File: config.mk
export PLATFORM = sky130hd
export DESIGN_NAME = spi_seq
export DESIGN_NICKNAME = d
export VERILOG_FILES = /design/src/rtl/spi_pkg.sv /design/src/rtl/spi_sel_dec.sv /design/src/rtl/spi_seq.sv
export SDC_FILE = /design/constraint.sdc
export NUM_CORES = 1
export LEC_CHECK = 0
export BUFFER_PORTS_ARGS = -buffer_cell sky130_fd_sc_hd__buf_4
export CAP_MARGIN = 20
export CORE_ASPECT_RATIO = 1.2
export CORE_MARGIN = 3
export CORE_UTILIZATION = 40
export CTS_BUF_LIST = sky130_fd_sc_hd__clkbuf_4 sky130_fd_sc_hd__clkbuf_8 sky130_fd_sc_hd__clkbuf_16
export CTS_CLUSTER_DIAMETER = 30
export DETAILED_ROUTE_END_ITERATION = 16
export PLACE_DENSITY_LB_ADDON = 0.2
export SETUP_SLACK_MARGIN = 0.05
export SYNTH_ARGS = -nofsm -noshare
export SYNTH_HDL_FRONTEND = slang
export SYNTH_HIERARCHICAL = 1
export SYNTH_SLANG_ARGS = --single-unit
File: constraint.sdc
create_clock -name clk -period 2 [get_ports clk]
set_clock_uncertainty 0.1 [all_clocks]
set_input_delay 0.2 -clock clk [delete_from_list [all_inputs] [get_ports clk]]
set_output_delay 0.2 -clock clk [all_outputs]
set_load 0.005 [all_outputs]
File: src/rtl/spi_pkg.sv
// SPI transaction sequencer shared types and default timing constants.
// States, setup/hold lengths and per-byte watchdog limit.
package spi_pkg;

  typedef enum logic [2:0] {
    IDLE,
    SETUP,
    LOAD,
    START,
    XFER,
    HOLD,
    ERR
  } spi_seq_state_t;

  localparam int SETUP_CYC   = 2;
  localparam int HOLD_CYC    = 2;
  localparam int TIMEOUT_CYC = 1024;

endpackage

File: src/rtl/spi_sel_dec.sv
// Registered index-to-one-hot slave select decoder with enable.
// Ports: clk, rst (async high), en, idx in; sel one-hot out (0 when !en).
module spi_sel_dec #(
  parameter int N  = 2,
  parameter int SW = 1
) (
  input  logic          clk,
  input  logic          rst,
  input  logic          en,
  input  logic [SW-1:0] idx,
  output logic [N-1:0]  sel
);

  logic [N-1:0] sel_d;

  always_comb begin
    sel_d = '0;
    for (int i = 0; i < N; i++) begin
      sel_d[i] = en && (idx == SW'(i));
    end
  end

  always_ff @(posedge clk or posedge rst) begin
    if (rst) begin
      sel <= '0;
    end else begin
      sel <= sel_d;
    end
  end

endmodule

File: src/rtl/spi_seq.sv
// SPI transaction sequencer: request -> select setup -> per-byte load/start/xfer -> hold.
// Ports: req_*, tx_* stream in, rx_* stream out, done/err pulses, sel, spi master start/status.
module spi_seq #(
  parameter int NSLAVE      = 2,
  parameter int SETUP_CYC   = spi_pkg::SETUP_CYC,
  parameter int HOLD_CYC    = spi_pkg::HOLD_CYC,
  parameter int TIMEOUT_CYC = spi_pkg::TIMEOUT_CYC,
  localparam int SW = (NSLAVE > 1) ? $clog2(NSLAVE) : 1
) (
  input  logic              clk,
  input  logic              rst,
  input  logic              req_valid,
  output logic              req_ready,
  input  logic [SW-1:0]     req_slave,
  input  logic [3:0]        req_len,
  input  logic              tx_valid,
  output logic              tx_ready,
  input  logic [7:0]        tx_data,
  output logic              rx_valid,
  output logic [7:0]        rx_data,
  output logic              done,
  output logic              err,
  output logic [NSLAVE-1:0] sel,
  output logic              spi_start,
  output logic [7:0]        spi_data_in,
  input  logic              spi_busy,
  input  logic              spi_new_data,
  input  logic [7:0]        spi_data_out
);

  import spi_pkg::*;

  localparam int WW = $clog2(TIMEOUT_CYC + 1);
  localparam logic [SW:0]    NS_MAX     = (SW + 1)'(NSLAVE);
  localparam logic [7:0]     SETUP_LAST = 8'(SETUP_CYC - 1);
  localparam logic [7:0]     HOLD_LAST  = 8'(HOLD_CYC - 1);
  localparam logic [WW-1:0]  WD_LAST    = WW'(TIMEOUT_CYC - 1);

  spi_seq_state_t state;
  logic [SW-1:0]  slave_q;
  logic [3:0]     rem;
  logic [7:0]     cnt;
  logic [WW-1:0]  wdog;

  logic           accept;
  logic           slave_ok;
  logic           setup_last;
  logic           hold_last;
  logic           tmo;
  logic [3:0]     rem_next;
  logic           sel_en;
  logic [SW-1:0]  sel_idx;

  assign accept     = req_valid && req_ready;
  assign slave_ok   = {1'b0, req_slave} < NS_MAX;
  assign setup_last = (cnt == SETUP_LAST);
  assign hold_last  = (cnt == HOLD_LAST);
  assign tmo        = !spi_new_data && (wdog == WD_LAST);
  assign rem_next   = rem - 4'd1;

  // Select enable is the next-state view of "sel held", so the
  // registered decoder raises sel at acceptance+1 and drops it
  // on the same edge that issues done or the timeout err.
  always_comb begin
    sel_en  = 1'b0;
    sel_idx = slave_q;
    unique case (state)
      IDLE: begin
        sel_en  = accept && slave_ok && (req_len != 4'd0);
        sel_idx = req_slave;
      end
      SETUP, LOAD, START: sel_en = 1'b1;
      XFER:    sel_en = !tmo;
      HOLD:    sel_en = !hold_last;
      default: sel_en = 1'b0;
    endcase
  end

  spi_sel_dec #(
    .N  (NSLAVE),
    .SW (SW)
  ) u_sel_dec (
    .clk (clk),
    .rst (rst),
    .en  (sel_en),
    .idx (sel_idx),
    .sel (sel)
  );

  always_ff @(posedge clk or posedge rst) begin
    if (rst) begin
      state       <= IDLE;
      slave_q     <= '0;
      rem         <= '0;
      cnt         <= '0;
      wdog        <= '0;
      req_ready   <= 1'b0;
      tx_ready    <= 1'b0;
      rx_valid    <= 1'b0;
      rx_data     <= '0;
      done        <= 1'b0;
      err         <= 1'b0;
      spi_start   <= 1'b0;
      spi_data_in <= '0;
    end else begin
      spi_start <= 1'b0;
      rx_valid  <= 1'b0;
      done      <= 1'b0;
      err       <= 1'b0;
      unique case (state)
        IDLE: begin
          req_ready <= 1'b1;
          if (accept) begin
            slave_q <= req_slave;
            rem     <= req_len;
            cnt     <= '0;
            if (!slave_ok) begin
              state     <= ERR;
              err       <= 1'b1;
              req_ready <= 1'b0;
            end else if (req_len == 4'd0) begin
              done <= 1'b1;
            end else begin
              state     <= SETUP;
              req_ready <= 1'b0;
            end
          end
        end
        SETUP: begin
          if (setup_last) begin
            cnt      <= '0;
            state    <= LOAD;
            tx_ready <= 1'b1;
          end else begin
            cnt <= cnt + 8'd1;
          end
        end
        LOAD: begin
          if (tx_valid) begin
            spi_data_in <= tx_data;
            tx_ready    <= 1'b0;
            state       <= START;
          end
        end
        START: begin
          if (!spi_busy) begin
            spi_start <= 1'b1;
            wdog      <= '0;
            state     <= XFER;
          end
        end
        XFER: begin
          if (spi_new_data) begin
            rx_data  <= spi_data_out;
            rx_valid <= 1'b1;
            rem      <= rem_next;
            if (rem_next != 4'd0) begin
              state    <= LOAD;
              tx_ready <= 1'b1;
            end else begin
              state <= HOLD;
              cnt   <= '0;
            end
          end else if (tmo) begin
            err       <= 1'b1;
            rem       <= '0;
            state     <= IDLE;
            req_ready <= 1'b1;
          end else begin
            wdog <= wdog + WW'(1);
          end
        end
        HOLD: begin
          if (hold_last) begin
            cnt       <= '0;
            done      <= 1'b1;
            state     <= IDLE;
            req_ready <= 1'b1;
          end else begin
            cnt <= cnt + 8'd1;
          end
        end
        ERR: begin
          state     <= IDLE;
          req_ready <= 1'b1;
        end
        default: begin
          state     <= IDLE;
          req_ready <= 1'b0;
        end
      endcase
    end
  end

endmodule

; ---- Word-level counts from Yosys, hierarchy flattened
; Index checks and enable logic that the tools add are counted.
[word_totals]
register_bits = 51
inputBits = 27
out_inout_bits = 24
wordCells = 112
[classes]
n_addsub = 3
n_eq_ne = 21
muxes = 45
bitwise_logic = 2
reduce_logical = 27
[op_table]
columns = operator, n
row1 = $mux 11, 3
row2 = $mux 8, 4
row3 = $mux 3, 9
row4 = $ne 2x2->1 const B, 12
row5 = $pmux 8 s3, 1
row6 = $pmux 11 s2, 1
row7 = $mux 1, 18
row8 = $pmux 3 s6, 1
row9 = $mux 4, 3
row10 = $reduce_and 4->1, 3
row11 = $add 11x1->11 const B, 1
row12 = $eq 11x10->1 const B, 1
row13 = $eq 3x3->1 const B, 3
row14 = $add 8x1->8 const B, 1
row15 = $eq 8x1->1 const B, 1
row16 = $pmux 4 s2, 1
row17 = $reduce_bool 4->1, 2
row18 = $reduce_and 7->1, 1
row19 = $eq 3x2->1 const B, 2
row20 = $reduce_and 2->1, 3
row21 = $reduce_bool 3->1, 2
row22 = $logic_and 1x1->1, 5
row23 = $pmux 1 s5, 1
row24 = $reduce_and 5->1, 1
row25 = other kinds (14), 18

; ---- Depth between registers and ports, before layout
; Gate-level depths: netlist (run 1).
[logic_depth]
word_depth = 5
mapped_depth = 8
mapped_depth_nobuf = 8

; ---- Cells and area by module
; The synthesis (run 1) kept the hierarchy.
[modules_own_cells]
columns = mod, n_inst, cells_per_inst, area_each_um2, seq_area_each_um2
row1 = spi_seq, 1, 267, 2568.7, 1226.2
row2 = spi_sel_dec, 1, 5, 70.1, 50.0

; ---- Least setup slack after synthesis (run 1)
; Ideal clock, no wire load.
[synth_timing]
path_kind = reg-to-reg
from = reg cnt[4]
to = reg req_ready
setup_time_ns = 0.128
arrival_ns = 1.753
required_ns = 1.772
setup_slack_ns = 0.020
path_stages_with_launch = 6
n_path_buf = 0
synth_period_minus_slack_ns = 1.980
path_cell_list = dfrtp_1 or4_4 nor4_4 o211ai_1 a21oi_2 mux2_1
[synth_between]
elab_chain_cells = 3
[synth_lines]
columns = element, line_no
row1 = "start, declared", spi_seq.sv:42  ; logic [7:0] cnt;
row2 = "start signal, assigned", spi_seq.sv:135  ; cnt <= cnt + 8'd1;
row3 = "start signal, assigned", spi_seq.sv:180  ; cnt <= cnt + 8'd1;
row4 = $eq 8x1->1, spi_seq.sv:57  ; assign hold_last = (cnt == HOLD_LAST);
row5 = $ne 2x2->1 (no source line), n/a
row6 = $reduce_and 4->1 (no source line), n/a
row7 = "end signal, assigned", spi_seq.sv:97  ; req_ready <= 1'b0;
row8 = "end signal, assigned", spi_seq.sv:112  ; req_ready <= 1'b1;
row9 = "end signal, assigned", spi_seq.sv:120  ; req_ready <= 1'b0;
row10 = "end, declared", spi_seq.sv:13  ; output logic req_ready,
; No other way between the ends.
; A chain may end at the register's enable or synchronous reset.

; ---- Worst setup path after layout (run 1)
[layout_timing]
from = reg cnt[5]
to = reg req_ready
; Same word-level chain as after synthesis.

==> results of run 1 <==
stage by stage:
step	instance area, sq um	worst slack [ps]	instances
after floorplan	2640	19.9	272
after global placement	3300	-96.3	424
after detailed placement	3300	-173	424
after CTS	3540	-10.6	441
after global routing	3610	-60.9	443
final	3610	-4.23	443
worst max-delay path, stage by stage (launching register included):
cell and delay, ps:
dfrtp_1 380, or4_4 580, nor4_4 180, o211ai_1 160, a21oi_2 180, mux2_4 310
area by class of cell:
cell class                 count  area [sq um]  area share (%)
timing repair buffer          93           737            20.4
tap                           82           103            2.84
inverter                      12          45.0            1.25
sequential                    51          1280            35.4
clock inverter                 2          60.1            1.66
multi-input combinational    197          1310            36.3
clock buffer                   6          76.3            2.11
synthesized netlist by cell type (3+ instances only):
cell       n  area, sq um
a211oi_1   3         22.5
nand3_1   12         60.1
xnor2_1    3         26.3
a31oi_1    4         25.0
inv_1     12         45.0
xor2_1     3         26.3
buf_2      5         25.0
a22oi_1    3         22.5
nand2b_1   3         18.8
nor3_1     8         40.0
dfrtp_1   51         1280
nand2_1   50          188
nor2_1    20         75.1
o21ai_0   20          100
and3_1     3         18.8
nand4_1    5         31.3
a21oi_1    7         35.0
clkbuf_1   4         15.0
ha_1       5         62.6
mux2_2    10          113
layer usage:
metal | wire [um] | vias to the layer above
met5 | 0 | -
li1 | - | 1130
met4 | 28 | 0
met1 | 2800 | 1101
met2 | 3070 | 57
met3 | 306 | 2
repair_timing:
action / CTS / global route
setup buffers: 0 / 2
endpoints found under the hold margin: 22 / 0
pin swaps: 0 / 2
hold buffers: 9 / 0
resized for setup: 3 / 14
setup endpoints to repair: 13 / 21
logic make-up after synthesis:
kind of cell | Yosys count | synth area share [%]
compound gates | 52 | 13.6
xor+xnor | 6 | 1.99
fa+ha+maj | 5 | 2.37
buf+inv | 24 | 4.36
flops | 51 | 48.4
mux | 12 | 5.07
simple gates | 122 | 24.2
registers in the layout, indices dropped and copies added (netlist names), 2 cells and up:
register	flops
cnt	8
rem	4
rx_data	8
spi_data_in	8
state	3
u_sel_dec/sel	2
wdog	11
path summary, 6_finish.rpt:
kind / end / slack (ps)
max in group asynchronous: state[2] / 970
worst max register to register: req_ready / -4
worst max-delay path: req_ready / -4
worst min register to register: rx_data[3] / 390
worst min-delay path: spi_data_in[4] / 30
min in group asynchronous: u_sel_dec/sel[0] / 220
power by group through the flow:
stage	Clock, mW	Sequential [mW]	Combinational, mW
2_1_floorplan	0	1.63	1.19
3_3_place_gp	0	1.68	1.96
3_5_place_dp	0	1.69	1.99
4_1_cts	0.875	1.68	2.03
5_1_grt	0.901	1.74	2.35
6_report	0.843	1.69	2.14
==> results.md, run 1 <==
* Status: finished with violations
* Violated checks: negative setup slack
* Die Width at 80.1 um
* Number of remaining DRC errors at 0
* Die area at 7610 sq um
* Initial Util at 42.5%
* Fin crit share at 100%
* Min setup slack post-route at -4.23 ps
* Internal power at 3.02 mW
* Syn. warnings at 6
* Worst-Skew Late Latency at 300 ps
* CTS Buf Count at 5
* Switch share at 35.5%
* Commonest non-fill, non-tap cell in the layout: buf_4
* Net Sw Power at 1.66 mW
* Fin util at 58.2%
* Global Route met1 Usage at 21.3%
* RSZ-0062 raised after global routing: yes
* Final Hold Fails at 0
* Largest net degree at the start of global routing at 38
* Yosys cell types at 54
* Wirelength per Cell at 14.0 um
* Post-synth top flop: dfrtp_1
* Gpl congestion at 0.813
* Hold Path Class: in -> reg
* Post-DP HPWL at 4430 um
* GRT Total Usage at 16.9%
* Period minus WS final at 2000 ps
* DR iter-0 viols at 105
* Filler Cell Count at 560
* Total Neg Setup Slack at -4.23 ps
* GR Util met2 at 28.8%
* Max_slew headroom at 72.2%
* Final WL at 6200 um
* # rows at 31
* Clock power share at 18.0%
* Hold Path Stages at 2
* Logic pwr share at 45.8%
* Routed via count at 2290
* Reg2reg start: cnt[5]
* PortBufs at 50
* Clk root buf: clkbuf_8
* Flop pwr share at 36.2%
* Ys async rst share at 100%
* Sequential cell area fraction in the yosys report at 48.4%
* DR pass1 iterations at 4
* Crit-path max FO at 2
* Post-synth net total at 304
* FMAX at 0.499 GHz
* CP Data Arrival Time at 2090 ps
* Nets at 392
* Critical Path RT at 2090 ps
* Max Buffers Root-to-Sink at 2
* Routed vias/inst at 5.17
* Area Overhead vs Synth at 36.8%
* Share of layout cells above drive strength 1 at 34.9%
* Worst Setup End Kind: flop
* Synthesized cell area at 2640 sq um
* CTS H-Tree Depth at 2
* Max-cap viol count at 0
* P_leak at 1.71 nW
* Cells on worst reg2reg path at 5
* CP Launch Type: flop
* IO Pins at 51
* Final Max Tran Viols at 0
* Gr busiest metal: met2
* Ant diodes at 0
* Worst-margin pin slew at 414 ps
* First-pass GRT wire length at 10300 um
* Clock sink total at 51
* Gate Count Post-Synth at 272
* Initial antenna violation count at 0
* Number of synthesized flops with an enable pin at 0
* Worst IR Drop VDD at 0.683 mV
* Total congestion overflow at 0
* Met3 usage in global routing at 4.10%
* Vias in the first global route at 2316
* FF+latch count, synth at 51
* Avg Synthesized Cell Area at 9.70 sq um
* Antenna Nets Post-Route at 0
* Endpoints failing setup at 1
* Chip Height at 95.0 um
* Cell Pwr Density at 1290 nW/um^2
* Most frequent cells in the layout: 82 x buf_4, 50 x dfrtp_1, 49 x nand2_1, 19 x o21ai_0, 18 x nor2_1
* Final Power at 4.67 mW
* Worst Setup SP: cnt[5]
* CTS tree: yes
* Final hold slack at 29.7 ps
* Core Region at 6210 sq um
* WS Path Type: reg -> reg
* Worst-path clk slew at 90 ps
* HP Start: tx_data[4]
No activity file was read; power rests on OpenSTA's default activity.
==> run 2, diff against run 1 <==
Clock period 2 ns to 1.98 ns, I/O delays scaled along.
==> run 2 against run 1 <==
  * The run still ends with negative setup slack left
  * Via count is 0.70% higher
  * Routed wire length is 1.6% higher
  * Clock power is 13% lower
  * Setup slack worse by 25 ps
  * Critical path depth stayed put
  * Core utilization is 0.62 points higher
  * Global-route usage is 0.64 points higher
  * Register-to-register slack worse by 30 ps
  * Count of clock-buffer cells in the layout is 1 lower
  * Sequential power hardly changed
  * Final cell count is 1.6% higher
  * Sequential share of layout area is 0.38 points lower
  * Critical path type unchanged
  * Critical endpoint unchanged
==> results.md, run 2 (synthesis gave the netlist of run 1 again) <==
* Status: finished with violations
* Violated checks: negative setup slack
* Final Instance Area at 3650 sq um
* Filler Cell Count at 539
* Chip Height at 95.0 um
* Max-cap viol count at 0
* Cell Pwr Density at 1280 nW/um^2
* Largest net degree at the start of global routing at 40
* Clock power share at 15.7%
* Clk root buf: clkbuf_8
* CP Data Arrival Time at 2100 ps
* Final Hold Fails at 0
* # rows at 31
* Hold Path Class: in -> reg
* CP Launch Type: flop
* Max_slew headroom at 70.1%
* CTS H-Tree Depth at 2
* Internal power at 2.96 mW
* PortBufs at 50
* Routed vias/inst at 5.12
* Die Width at 80.1 um
* Hold Path Stages at 2
* Number of remaining DRC errors at 0
* Worst-Skew Late Latency at 300 ps
* Vias in the first global route at 2398
* P_leak at 1.73 nW
* Fin crit share at 101%
* Area of the multi-input gates at 1320 sq um
* Worst IR Drop VDD at 0.686 mV
* Period minus WS final at 2010 ps
* Area Overhead vs Synth at 38.3%
* Antenna Nets Post-Route at 0
* Commonest non-fill, non-tap cell in the layout: buf_4
* CTS tree: yes
* Cell total after placement at 427
* Hold EP: spi_data_in[4]
* Dpl cell area at 3320 sq um
* Min setup slack post-route at -29.5 ps
* Core Region at 6210 sq um
* Initial Util at 42.5%
* Switch share at 36.7%
* First-pass GRT wire length at 10600 um
* Initial antenna violation count at 0
* Ant diodes at 0
* Share of layout cells above drive strength 1 at 36.7%
* Nets at 399
* Flop pwr share at 36.6%
* WS Path Type: reg -> reg
* Worst-margin pin slew at 445 ps
* HP Start: tx_data[4]
* Post-DP HPWL at 4540 um
* Total congestion overflow at 0
* Die area at 7610 sq um
* Wirelength per Cell at 14.0 um
* Logic pwr share at 47.6%
* Final cell count without fillers at 450
* Worst Setup End Kind: flop
* Cells on worst reg2reg path at 5
* FMAX at 0.498 GHz
* Final WL at 6300 um
* Crit-path max FO at 2
* CTS Buf Count at 5
* Final Max Tran Viols at 0
* R2R setup slack at -30 ps
* Critical Path RT at 2070 ps
* Endpoints failing setup at 1
* R2R Path End: req_ready
* Routed via count at 2306
* Reg area at 1280 sq um
* Max FFs per register at 11
* DR pass1 iterations at 4
* Fin util at 58.8%
* Reg2reg start: cnt[5]
* Max Buffers Root-to-Sink at 2
* Gpl congestion at 0.817
* Worst-path clk slew at 100 ps
* GRT Total Usage at 17.5%
* Net Sw Power at 1.72 mW
* RSZ-0062 raised after global routing: yes
* IO Pins at 51
* DR iter-0 viols at 92
* Top reg by flops: wdog
* Clock sink total at 51
* Most frequent cells in the layout: 89 x buf_4, 50 x dfrtp_1, 49 x nand2_1, 18 x nor2_1, 14 x o21ai_0
run 2: what timing repair did:
item / in CTS / in global routing
setup buffers: 0 / 6
endpoints found under the setup margin: 13 / 22
endpoints found under the hold margin: 20 / 0
gates resized for setup: 3 / 21
hold buffers: 9 / 0
pin swaps: 1 / 3
run 2: area by class of cell:
cell class | instances | share of cell area [%]
Sequential cell | 51 | 35.0
Clock buffer | 5 | 1.89
Timing Repair Buffer | 100 | 21.6
Clock inverter | 3 | 1.20
Inverter | 12 | 1.23
Multi-Input combinational cell | 197 | 36.2
Tap cell | 82 | 2.81
run 2: power by group through the flow:
stage / registers, mW / clock network, mW / logic [mW]
after floorplan: 1.65 / 0 / 1.20
after global placement: 1.70 / 0 / 2.03
after detailed placement: 1.71 / 0 / 2.05
after CTS: 1.70 / 0.759 / 2.10
after global routing: 1.76 / 0.792 / 2.47
final: 1.71 / 0.735 / 2.23
run 2: critical path, cell delays in order, from the launching register on:
cell	delay, ps
dfrtp_1	400
or4_4	560
nor4_4	190
o211ai_1	150
a21oi_2	180
mux2_1	330
run 2: worst max path at each step:
stage | from | to | slack (ps) | cells past startpoint
final | cnt[5] | req_ready | -30 | 5
after global routing | cnt[5] | req_ready | -90 | 5
after CTS | cnt[5] | req_ready | -60 | 5
after detailed placement | rem[0] | cnt[5] | -200 | 7
after global placement | rem[0] | cnt[2] | -140 | 7
after floorplan | cnt[4] | req_ready | -0.06 | 5
run 2: layer usage:
layer	GRT usage, %	wire length (um)
met4	5.92	92
met2	29.9	3200
met1	21.2	2640
met3	4.77	362
met5	0	0
run 2: per-stage QoR:
step                      total power [mW]  setup WS (ps)  setup TNS (ps)  hold slack (ps)
after global routing                  5.02          -93.0            -440             13.9
after floorplan                       2.85        -0.0571         -0.0571             -161
after detailed placement              3.76           -201           -1110            -26.9
final                                 4.67          -29.5           -29.5             19.3
after global placement                3.72           -142            -678            -28.8
after CTS                             4.55          -59.7            -129             11.2
==> run 3, diff against run 2 <==
Clock period 1.98 ns to 1.82 ns, I/O delays scaled along.
==> run 3 against run 2 <==
  * Setup slack worse by 160 ps
  * Register-to-register slack worse by 160 ps
  * Critical path depth unchanged
  * Combinational power up 22%
  * Global-route usage up 0.69 points
  * Design area up 7.0%
  * First-iteration DRC count up 46%
  * Critical endpoint unchanged
  * Critical path type unchanged
  * Routed wire length up 3.8%
  * The flow still finishes with violations (negative setup slack)
  * Power up 17%
  * Die area unchanged
  * Count of clock-buffer cells in the layout unchanged
  * Clock power up 28%
==> results.md, run 3 (synthesis gave the netlist of run 1 again) <==
* Nets at 418
* Reg2reg start: cnt[5]
* Share of layout cells above drive strength 1 at 41.3%
* # rows at 31
* Cell Pwr Density at 1410 nW/um^2
* Hold Path Class: in -> reg
* Worst IR Drop VDD at 0.695 mV
* Clock sink total at 51
* Wirelength per Cell at 13.9 um
* Crit-path max FO at 2
* Worst-path clk slew at 100 ps
* CP Data Arrival Time at 2110 ps
* Worst-Skew Late Latency at 310 ps
* Post-DP HPWL at 4620 um
* Worst slack at placement at -196 ps
* Final Max Tran Viols at 0
* CTS H-Tree Depth at 2
* Critical Path RT at 1920 ps
* Total congestion overflow at 0
* Final Hold Fails at 0
* DR pass1 iterations at 4
* Gpl congestion at 0.796
* Die Width at 80.1 um
* Chip Height at 95.0 um
* Core Region at 6210 sq um
* First-pass GRT wire length at 11000 um
* Worst Setup End Kind: flop
* Dpl cell area at 3440 sq um
* CP Launch Type: flop
* Endpoints failing setup at 12
* Routed vias/inst at 5.13
* Final WL at 6540 um
* Hold Path Stages at 2
* Max-cap viol count at 0
* R2R setup slack at -190 ps
* Violated checks: negative setup slack
* Top reg by flops: wdog
* Routed via count at 2408
* Initial antenna violation count at 0
* Max FFs per register at 11
* Met3 usage in global routing at 2.96%
* CTS tree: yes
* Gr busiest metal: met2
* PortBufs at 50
* Min setup slack post-route at -191 ps
* Initial Util at 42.5%
* Total Neg Setup Slack at -1210 ps
* GR Util met2 at 31.7%
* IO Pins at 51
* HP Start: tx_data[5]
* Most frequent cells in the layout: 103 x buf_4, 49 x nand2_1, 48 x dfrtp_1, 16 x nor2_1
* FMAX at 0.497 GHz
* Antenna Nets Post-Route at 0
* Largest net degree at the start of global routing at 30
* GRT Total Usage at 18.2%
* Global Route met1 Usage at 23.0%
* R2R Path End: req_ready
* Area Overhead vs Synth at 47.9%
* Cell total after placement at 440
* P_leak at 1.86 nW
* Max Buffers Root-to-Sink at 2
* Ant diodes at 0
* DR iter-0 viols at 134
* Fin crit share at 110%
* WS Path Type: reg -> reg
* Number of remaining DRC errors at 0
* Final hold slack at 2.69 ps
* Vias in the first global route at 2450
* Fin util at 62.9%
* Commonest non-fill, non-tap cell in the layout: buf_4
* Final cell count without fillers at 469
* Worst-margin pin slew at 460 ps
* Max_slew headroom at 69.3%
* CTS Buf Count at 5
* Clk root buf: clkbuf_8
* Period minus WS final at 2010 ps
* Final Instance Area at 3900 sq um
* Status: finished with violations
* RSZ-0062 raised after global routing: yes
* Die area at 7610 sq um
* Hold EP: spi_data_in[5]
* Final Power at 5.49 mW
* Cells on worst reg2reg path at 5
-- run 3: cell count changes in the layout (fill, tap and decap cells not counted), sizes merged --
cell,previous run,this run
buf,91,107
dlygate4sd3,9,12
clkinv,2,0
bufinv,1,2
clkinvlp,0,1
-- run 3: timing repair --
item | CTS | global route
gates resized for setup | 15 | 25
setup endpoints to repair | 25 | 36
hold buffers | 11 | 1
setup buffers | 3 | 6
endpoints found under the hold margin | 32 | 1
pin swaps | 5 | 13
-- run 3: power by group --
| group | internal [mW] | total [mW] | leakage [nW] | switching, mW |
|---|---|---|---|---|
| clock network | 0.548 | 0.944 | 0.0644 | 0.395 |
| logic | 1.45 | 2.71 | 1.14 | 1.26 |
| registers | 1.53 | 1.84 | 0.651 | 0.314 |
| total | 3.52 | 5.49 | 1.86 | 1.97 |
-- run 3: how the worst max path moves through the flow --
stage / start / end / slack, ps / cells after the start
6_report: cnt[5] / req_ready / -190 / 5
5_1_grt: cnt[5] / req_ready / -260 / 5
4_1_cts: cnt[5] / req_ready / -210 / 5
3_5_place_dp: cnt[5] / req_ready / -200 / 5
3_3_place_gp: cnt[5] / cnt[5] / -120 / 7
2_1_floorplan: cnt[4] / req_ready / -160 / 5
-- run 3: layout make-up --
cell class / instances / area [sq um]
fill: 506 / 2300
multi-input combinational: 197 / 1380
sequential: 51 / 1280
timing repair buffer: 119 / 956
tap: 82 / 103
clock buffer: 5 / 68.8
clock inverter: 3 / 67.6
inverter: 12 / 45.0
-- run 3: worst max-delay path: stages, from the launching register on --
cell and delay [ps]:
dfrtp_1 400, or4_4 560, nor4_4 200, o211ai_1 150, a21oi_2 170, mux2_1 330
-- run 3: metal layers --
layer	vias to the layer above	share of wire (%)
li1	1183	-
met1	1165	43
met2	54	52
met3	6	3.6
met4	0	1.1
met5	-	0
